### src/rtl/mem_arb_pkg.sv
// Shared encodings and sizing helpers for the unified-memory port arbiter.
package mem_arb_pkg;

  typedef enum logic [1:0] {
    IDLE = 2'd0,
    BUSY = 2'd1,
    RESP = 2'd2
  } arb_state_e;

  typedef enum logic {
    OWN_IF = 1'b0,
    OWN_DM = 1'b1
  } owner_e;

  // Bits needed to hold the values 0..max_val.
  function automatic int unsigned cnt_width(int unsigned max_val);
    return (max_val < 2) ? 1 : $clog2(max_val + 1);
  endfunction

endpackage

### src/rtl/mem_arb_lat_ctr.sv
// Access latency counter: load starts at 1, counts up to MEM_LAT, done flags the last BUSY cycle.
module mem_arb_lat_ctr
  import mem_arb_pkg::*;
#(
  parameter int unsigned MEM_LAT = 2
) (
  input  logic clk,
  input  logic rst,
  input  logic load_i,
  input  logic clear_i,
  output logic done_o
);

  localparam int unsigned CNT_W = cnt_width(MEM_LAT);

  logic [CNT_W-1:0] cnt_q, cnt_d;

  assign done_o = (cnt_q == CNT_W'(MEM_LAT));

  // NOTE: every variable written here gets a value before any branch, so no latch is inferred.
  always_comb begin
    cnt_d = cnt_q;
    if (clear_i) begin
      cnt_d = '0;
    end else if (load_i) begin
      cnt_d = CNT_W'(1);
    end else if (cnt_q != '0 && !done_o) begin
      cnt_d = cnt_q + CNT_W'(1);
    end
  end

  // NOTE: state registers use non-blocking assignments so all flops update together at the edge.
  always_ff @(posedge clk) begin
    if (rst) cnt_q <= '0;
    else     cnt_q <= cnt_d;
  end

endmodule

### src/rtl/mem_port_arbiter.sv
// Arbitrates fetch and data-memory requests onto one single-port memory, one access at a time,
// with dm priority bounded by a starvation counter protecting the fetch stage.
module mem_port_arbiter
  import mem_arb_pkg::*;
#(
  parameter int unsigned ADDR_W     = 10,
  parameter int unsigned DATA_W     = 16,
  parameter int unsigned MEM_LAT    = 2,
  parameter int unsigned STARVE_MAX = 4
) (
  input  logic              clk,
  input  logic              rst,
  input  logic              if_req,
  input  logic [ADDR_W-1:0] if_addr,
  output logic              if_ack,
  output logic [DATA_W-1:0] if_rdata,
  input  logic              dm_req,
  input  logic              dm_we,
  input  logic [ADDR_W-1:0] dm_addr,
  input  logic [DATA_W-1:0] dm_wdata,
  output logic              dm_ack,
  output logic [DATA_W-1:0] dm_rdata,
  output logic              mem_en,
  output logic              mem_we,
  output logic [ADDR_W-1:0] mem_addr,
  output logic [DATA_W-1:0] mem_wdata,
  input  logic [DATA_W-1:0] mem_rdata,
  output logic              if_stall,
  output logic              dm_stall,
  output logic              busy
);

  localparam int unsigned STARVE_W = cnt_width(STARVE_MAX);

  arb_state_e          state_q, state_d;
  owner_e              owner_q, owner_d;
  logic                we_q, we_d;
  logic [ADDR_W-1:0]   addr_q, addr_d;
  logic [DATA_W-1:0]   wdata_q, wdata_d;
  logic [DATA_W-1:0]   if_rdata_q, if_rdata_d;
  logic [DATA_W-1:0]   dm_rdata_q, dm_rdata_d;
  logic [STARVE_W-1:0] starve_q, starve_d;

  logic grant, grant_if, starve_full, lat_done;

  assign starve_full = (starve_q == STARVE_W'(STARVE_MAX));
  assign grant_if    = if_req && (!dm_req || starve_full);
  assign grant       = (state_q == IDLE) && (if_req || dm_req);

  mem_arb_lat_ctr #(
    .MEM_LAT (MEM_LAT)
  ) u_lat_ctr (
    .clk     (clk),
    .rst     (rst),
    .load_i  (grant),
    .clear_i ((state_q == BUSY) && lat_done),
    .done_o  (lat_done)
  );

  always_comb begin
    state_d    = state_q;
    owner_d    = owner_q;
    we_d       = we_q;
    addr_d     = addr_q;
    wdata_d    = wdata_q;
    if_rdata_d = if_rdata_q;
    dm_rdata_d = dm_rdata_q;
    starve_d   = starve_q;
    unique case (state_q)
      IDLE: begin
        if (grant) begin
          state_d = BUSY;
          owner_d = grant_if ? OWN_IF : OWN_DM;
          we_d    = !grant_if && dm_we;
          addr_d  = grant_if ? if_addr : dm_addr;
          wdata_d = grant_if ? '0 : dm_wdata;
        end
        // Starvation only accrues while a fetch is actually waiting behind a data grant.
        if (!if_req || grant_if) begin
          starve_d = '0;
        end else if (!starve_full) begin
          starve_d = starve_q + STARVE_W'(1);
        end
      end
      BUSY: begin
        if (lat_done) begin
          state_d = RESP;
          if (!we_q) begin
            if (owner_q == OWN_IF) if_rdata_d = mem_rdata;
            else                   dm_rdata_d = mem_rdata;
          end
        end
      end
      RESP:    state_d = IDLE;
      default: state_d = IDLE;
    endcase
  end

  always_ff @(posedge clk) begin
    if (rst) begin
      state_q    <= IDLE;
      owner_q    <= OWN_IF;
      we_q       <= 1'b0;
      addr_q     <= '0;
      wdata_q    <= '0;
      if_rdata_q <= '0;
      dm_rdata_q <= '0;
      starve_q   <= '0;
    end else begin
      state_q    <= state_d;
      owner_q    <= owner_d;
      we_q       <= we_d;
      addr_q     <= addr_d;
      wdata_q    <= wdata_d;
      if_rdata_q <= if_rdata_d;
      dm_rdata_q <= dm_rdata_d;
      starve_q   <= starve_d;
    end
  end

  assign mem_en    = (state_q == BUSY);
  assign mem_we    = mem_en && we_q;
  assign mem_addr  = addr_q;
  assign mem_wdata = wdata_q;
  assign if_ack    = (state_q == RESP) && (owner_q == OWN_IF);
  assign dm_ack    = (state_q == RESP) && (owner_q == OWN_DM);
  assign if_rdata  = if_rdata_q;
  assign dm_rdata  = dm_rdata_q;
  assign if_stall  = if_req && !if_ack;
  assign dm_stall  = dm_req && !dm_ack;
  assign busy      = (state_q != IDLE);

endmodule
### config.mk
export PLATFORM = sky130hd
export DESIGN_NAME = mem_port_arbiter
export DESIGN_NICKNAME = d
export VERILOG_FILES = /design/src/rtl/mem_arb_pkg.sv /design/src/rtl/mem_arb_lat_ctr.sv /design/src/rtl/mem_port_arbiter.sv
export SDC_FILE = /design/constraint.sdc
export NUM_CORES = 1
export LEC_CHECK = 0
export CAP_MARGIN = 0
export CORE_ASPECT_RATIO = 0.5
export CORE_UTILIZATION = 39
export DETAILED_ROUTE_END_ITERATION = 16
export MAX_ROUTING_LAYER = met4
export PLACE_DENSITY = 0.82
export SLEW_MARGIN = 5
export SYNTH_ARGS = -nofsm -noshare
export SYNTH_HDL_FRONTEND = slang
export SYNTH_SLANG_ARGS = --single-unit
### constraint.sdc
create_clock -name clk -period 1.7 [get_ports clk]
set_clock_uncertainty 0.1 [all_clocks]
set_input_delay 0.34 -clock clk [delete_from_list [all_inputs] [get_ports clk]]
set_output_delay 0.34 -clock clk [all_outputs]
set_load 0.03 [all_outputs]
== Word-level counts from Yosys, hierarchy flattened ==
Cells that the tools add are included.

* Register bits: 67

* $add $sub $neg: 2
* Equal/unequal tests: 7
* Multiplexer cells: 10
* Bitwise gates (word level): 2
* Reductions and logical operators: 30

{| class="wikitable"
|+ Operators with widths
! kind !! number
|-
| $mux 16 || 1
|-
| $logic_and 1x1->1 || 10
|-
| $mux 10 || 1
|-
| $reduce_and 4->1 || 2
|-
| $logic_not 1->1 || 6
|-
| $mux 3 || 2
|-
| $reduce_and 2->1 || 3
|-
| $reduce_bool 2->1 || 3
|-
| $eq 2x2->1 const B || 2
|-
| $mux 2 || 2
|-
| $ne 2x1->1 const B || 2
|-
| $pmux 2 s2 || 1
|-
| $add 3x1->3 const B || 1
|-
| $eq 3x3->1 const B || 1
|-
| $logic_or 1x1->1 || 3
|-
| $mux 1 || 3
|-
| $reduce_or 3->1 || 1
|-
| $add 2x1->2 const B || 1
|-
| $eq 2x1->1 const B || 1
|-
| $logic_not 2->1 || 1
|-
| $ne 2x2->1 const B || 1
|-
| $not 1->1 || 2
|-
| $reduce_or 2->1 || 1
|}

== Logic depth before layout (Yosys ltp) ==
* Word-level depth: 6
* Depth in mapped cells: 7
* Gate-level depth less buffers: 5

== Hierarchy ==
From an unflattened synthesis, not the netlist that was laid out.

* Cells, all modules: 343
* Area, all modules: 2,922.8 sq um

{| class="wikitable"
|+ Modules (own cells, without submodules)
! module !! instances !! cells each !! area an instance (sq um) !! seq. area each (sq um)
|-
| mem_port_arbiter || 1 || 330 || 2,797.7 || 1,301.2
|-
| mem_arb_lat_ctr || 1 || 13 || 125.1 || 40.0
|}

== Worst setup path after synthesis ==
OpenSTA, ideal clock, no wires.

* Kind: register -> output
* From: register owner_q
* To: output dm_stall
* Arrival: 1.748 ns
* Setup slack: -0.488 ns
* Cell stages (with the launch flop): 5
* Cell sequence: dfxtp_1 -> clkbuf_1 -> inv_1 -> nor3b_1 -> nor2b_1

* Longest elaborated chain between the ends: 3

{| class="wikitable"
|+ Ends and longest elaborated chain
! item !! line !! RTL
|-
| start: declaration || mem_port_arbiter.sv:36 || <nowiki>owner_e owner_q, owner_d;</nowiki>
|-
| start signal: assignment || mem_port_arbiter.sv:111 || <nowiki>owner_q <= owner_d;</nowiki>
|-
| $logic_and 1x1->1 || mem_port_arbiter.sv:126 || <nowiki>assign dm_ack = (state_q == RESP) && (owner_q == OWN_DM);</nowiki>
|-
| net dm_ack || mem_port_arbiter.sv:21 || <nowiki>output logic dm_ack,</nowiki>
|-
| $logic_not 1->1 || mem_port_arbiter.sv:130 || <nowiki>assign dm_stall = dm_req && !dm_ack;</nowiki>
|-
| $logic_and 1x1->1 || mem_port_arbiter.sv:130 ||
|-
| end: declaration || mem_port_arbiter.sv:29 || <nowiki>output logic dm_stall,</nowiki>
|}

The timed path passes the listed nets, and every way through them passes these cells.

== Worst setup path in the final report ==
* From: register state_q[0]
* To: output dm_stall

* Longest elaborated chain between the ends: 4

{| class="wikitable"
|+ Ends and longest elaborated chain
! item !! line !! RTL
|-
| start: declaration || mem_port_arbiter.sv:35 || <nowiki>arb_state_e state_q, state_d;</nowiki>
|-
| start signal: assignment || mem_port_arbiter.sv:110 || <nowiki>state_q <= state_d;</nowiki>
|-
| $eq 2x2->1 || mem_port_arbiter.sv:126 ||
|-
| $logic_and 1x1->1 || mem_port_arbiter.sv:126 ||
|-
| $logic_not 1->1 || mem_port_arbiter.sv:130 ||
|-
| $logic_and 1x1->1 || mem_port_arbiter.sv:130 ||
|}

No other way between the ends.

==> impl_metrics.py <==
metrics = {
    "run_status": {
        "status": "complete, but fails checks",
        "violations": "setup timing",
    },
    "cells_and_area": {
        "fill_cells": 579,
        "final_common_cell": "a21oi_1",
        "nets": 526,
        "final_cells": 562,
        "layout_common_cells": "a21oi_1 (65), dfxtp_1 (64), dlygate4sd2_1 (59)",
        "seq_area_sq_mm": 0.00135,
        "post-route-util": 0.674,
        "drive_gt1_frac": 0.168,
        "multi_input_area_sq_mm": 0.00146,
        "syn_to_final_growth_pct": 60.5,
        "diodes": 0,
    },
    "critical_path": {
        "worstPathArrival_ns": 1.26,
        "crit_path_max_fanout": 4,
        "reg2reg_slack_ns": 0.09,
        "startpoint_type": "flip-flop",
        "reg2reg_to": "mem_addr[9]",
        "r2r_start": "starve_q[0]",
        "cp.required_ns": 1.26,
        "crit_path_end_kind": "primary output",
        "reg2reg_depth": 5,
        "crit_type": "flip-flop to primary output",
    },
    "drt": {
        "dr_wl_met3_microns": 418,
        "drc": 0,
        "wl_met1_mm": 3.94,
        "antenna_left": 0,
        "top_layer": "met4",
        "vias": 3103,
        "routed-wl-met2_mm": 4.46,
        "viasPerCell": 5.52,
        "drt-total-wl_mm": 8.94,
        "routedWlPerCell_microns": 15.9,
        "drt_iter0_markers": 191,
        "drt_first_pass_iters": 4,
    },
    "die": {
        "fp.coreArea_sq_mm": 0.00696,
        "dieHeight_microns": 63.2,
        "die_area_sq_mm": 0.00787,
        "fp.dieW_microns": 124,
        "io_pins": 122,
        "rows": 21,
        "start_util": 0.420,
    },
    "global_routing": {
        "antenna_found_initial": 0,
        "grt-ovfl-total": 0,
        "grt_max_degree": 41,
        "grt_use_total": 0.237,
        "grt_pass1_vias": 2871,
        "grt_first_pass_wirelength_mm": 14.3,
    },
    "sta": {
        "fin_crit_sh": 1.00,
        "fin_ws_ns": -0.00372,
        "rsz0062_at_grt": "yes",
        "finalHoldViolCount": 0,
        "worst_pin_slew_ns": 0.428,
        "slew_violations": 0,
        "fmax_mhz": 587,
        "relSlewSlack": 0.714,
        "min_period_ns": 1.70,
        "finalSetupViolations": 1,
    },
    "logic_synthesis": {
        "yosysSeqAreaShare": 0.459,
        "synthArstFlopShare": 0,
        "synth_top_cell_by_area": "dfxtp_1",
        "synth.cell_area_sq_mm": 0.00292,
        "synth_nets": 402,
        "ys_types": 36,
        "synth-seq-cells": 67,
        "yosysWarnings": 0,
        "ys.flop_type": "dfxtp_1",
        "synth_edf_count": 0,
        "synth.avg_cell_area_sq_um": 8.57,
        "syn-instance-count": 341,
        "yosys-top-cells-area": "dfxtp_1 (46%), a21oi_1 (11%), nand3_1 (8.6%), o21ai_0 (5.3%), nor4b_1 (3.3%)",
        "synth_top_area_frac": 0.459,
    },
    "clock_tree": {
        "htree_levels": 3,
        "hold_buffers": 0,
        "clkLatencyLatePin_ns": 0.33,
        "clkSlewWorstSetupHoldPaths_ns": 0.05,
        "cts_tree": "done",
        "cts.sinks": 67,
        "cts_buffers": 9,
        "cts_root_buf": "clkbuf_16",
        "clk_path_buf_depth": 2,
    },
    "min_path": {
        "hold_depth": 2,
        "hp-start": "rst",
        "min_to": "state_q[0]",
        "hp-class": "input port to flip-flop",
    },
    "power_and_ir_drop": {
        "cellPowerDensity_mw_per_mm2": 958,
        "p_leak_nw": 1.92,
        "vdd_drop_max_mv": 0.664,
    },
    "placement": {
        "place_inst": 544,
        "portBuffers": 121,
        "gp_congestion": 0.783,
        "hpwl_mm": 5.89,
    },
    "job": {
        "drv_cap": 0,
    },
}
logic make-up (layout without fill, tap and decap cells):
| group | after synthesis | in the layout | share of synthesized area |
|---|---|---|---|
| AO/OA/AOI/OAI | 129 | 129 | 0.245 |
| AND/OR/NAND/NOR | 96 | 96 | 0.199 |
| flip-flops | 67 | 67 | 0.459 |
| buffers and inverters | 43 | 172 | 0.0736 |
| adder cells (fa/ha/maj) | 4 | 4 | 0.0171 |
| XOR/XNOR | 1 | 1 | 0.00300 |
| multiplexers | 1 | 1 | 0.00342 |
power breakdown:
group	switching [mW]	total (mW)	internal [mW]
clock network	0.665	2.02	1.35
logic	0.438	0.794	0.356
registers	0.0415	1.68	1.64
total	1.14	4.49	3.35
cells in the mapped netlist (2+ instances only):
| cell type | instances |
|---|---|
| dfxtp_1 | 67 |
| a21oi_1 | 65 |
| nand3_1 | 50 |
| o21ai_0 | 31 |
| o21ai_1 | 19 |
| clkbuf_1 | 18 |
| nor4b_1 | 11 |
| nor4_1 | 10 |
| a2111oi_1 | 9 |
| buf_2 | 9 |
| nand2_1 | 6 |
| inv_1 | 5 |
| buf_6 | 4 |
| ha_1 | 4 |
| nor2b_1 | 4 |
| buf_4 | 3 |
| nor3b_1 | 3 |
| buf_1 | 2 |
| nand4_1 | 2 |
| nor2_1 | 2 |
| nor2_4 | 2 |
what timing repair did:
item | CTS | global route
gates cloned | 0 | 0
buffers inserted | 1 | 1
resized for setup | 73 | 14
pin swaps | 1 | 2
setup endpoints to repair | 70 | 16
area by class of cell:
type | count | area share
multi-input cells | 231 | 0.312
flip-flops and latches | 67 | 0.288
clock inverters | 5 | 0.0160
inverters | 6 | 0.00480
repair buffers | 150 | 0.301
clock buffers | 11 | 0.0539
well taps | 92 | 0.0245
worst max-delay path: stages (launching register included):
cell and delay (ns):
dfxtp_4 0.37, buf_6 0.13, nor3b_4 0.23, nor2b_2 0.08
buf_6 0.14
per-layer routing:
| layer | up-vias | global-route usage |
|---|---|---|
| met1 | 1489 | 0.271 |
| met4 | 0 | 0.0904 |
| met3 | 14 | 0.0637 |
| met2 | 97 | 0.401 |
| met5 | - | - |
| li1 | 1503 | - |
per-stage QoR:
step	setup slack, ns	instance area (sq um)	setup TNS (ns)	power (mW)	hold slack (ns)
final	-0.00372	4690	-0.00372	4.49	0.189
after detailed placement	-0.321	4320	-6.38	2.49	0.366
after floorplan	-0.0501	2940	-0.0907	2.12	0.349
after global routing	-0.0369	4690	-0.104	4.67	0.205
after CTS	-0.0452	4620	-0.0452	4.51	0.175
after global placement	-0.234	4320	-5.39	2.48	0.355
state kept, by name (all words and copies together) (netlist names):
name             flops
owner_q              1
state_q              2
dm_rdata            16
if_rdata            16
mem_addr            10
we_q                 1
u_lat_ctr.cnt_q      2
mem_wdata           16
starve_q             3
how the worst max path moves through the flow:
stage                    start           to  slack [ns]  depth (start not counted)
floorplan           state_q[1]     if_stall       -0.05                          2
global placement        dm_req  mem_addr[0]       -0.23                          4
finish              state_q[0]     dm_stall      -0.004                          4
detailed placement      dm_req  mem_addr[8]       -0.32                          4
global route        state_q[0]       mem_we       -0.04                          4
CTS                     dm_req     dm_stall       -0.05                          4
Power figures use the tool's default switching activity.
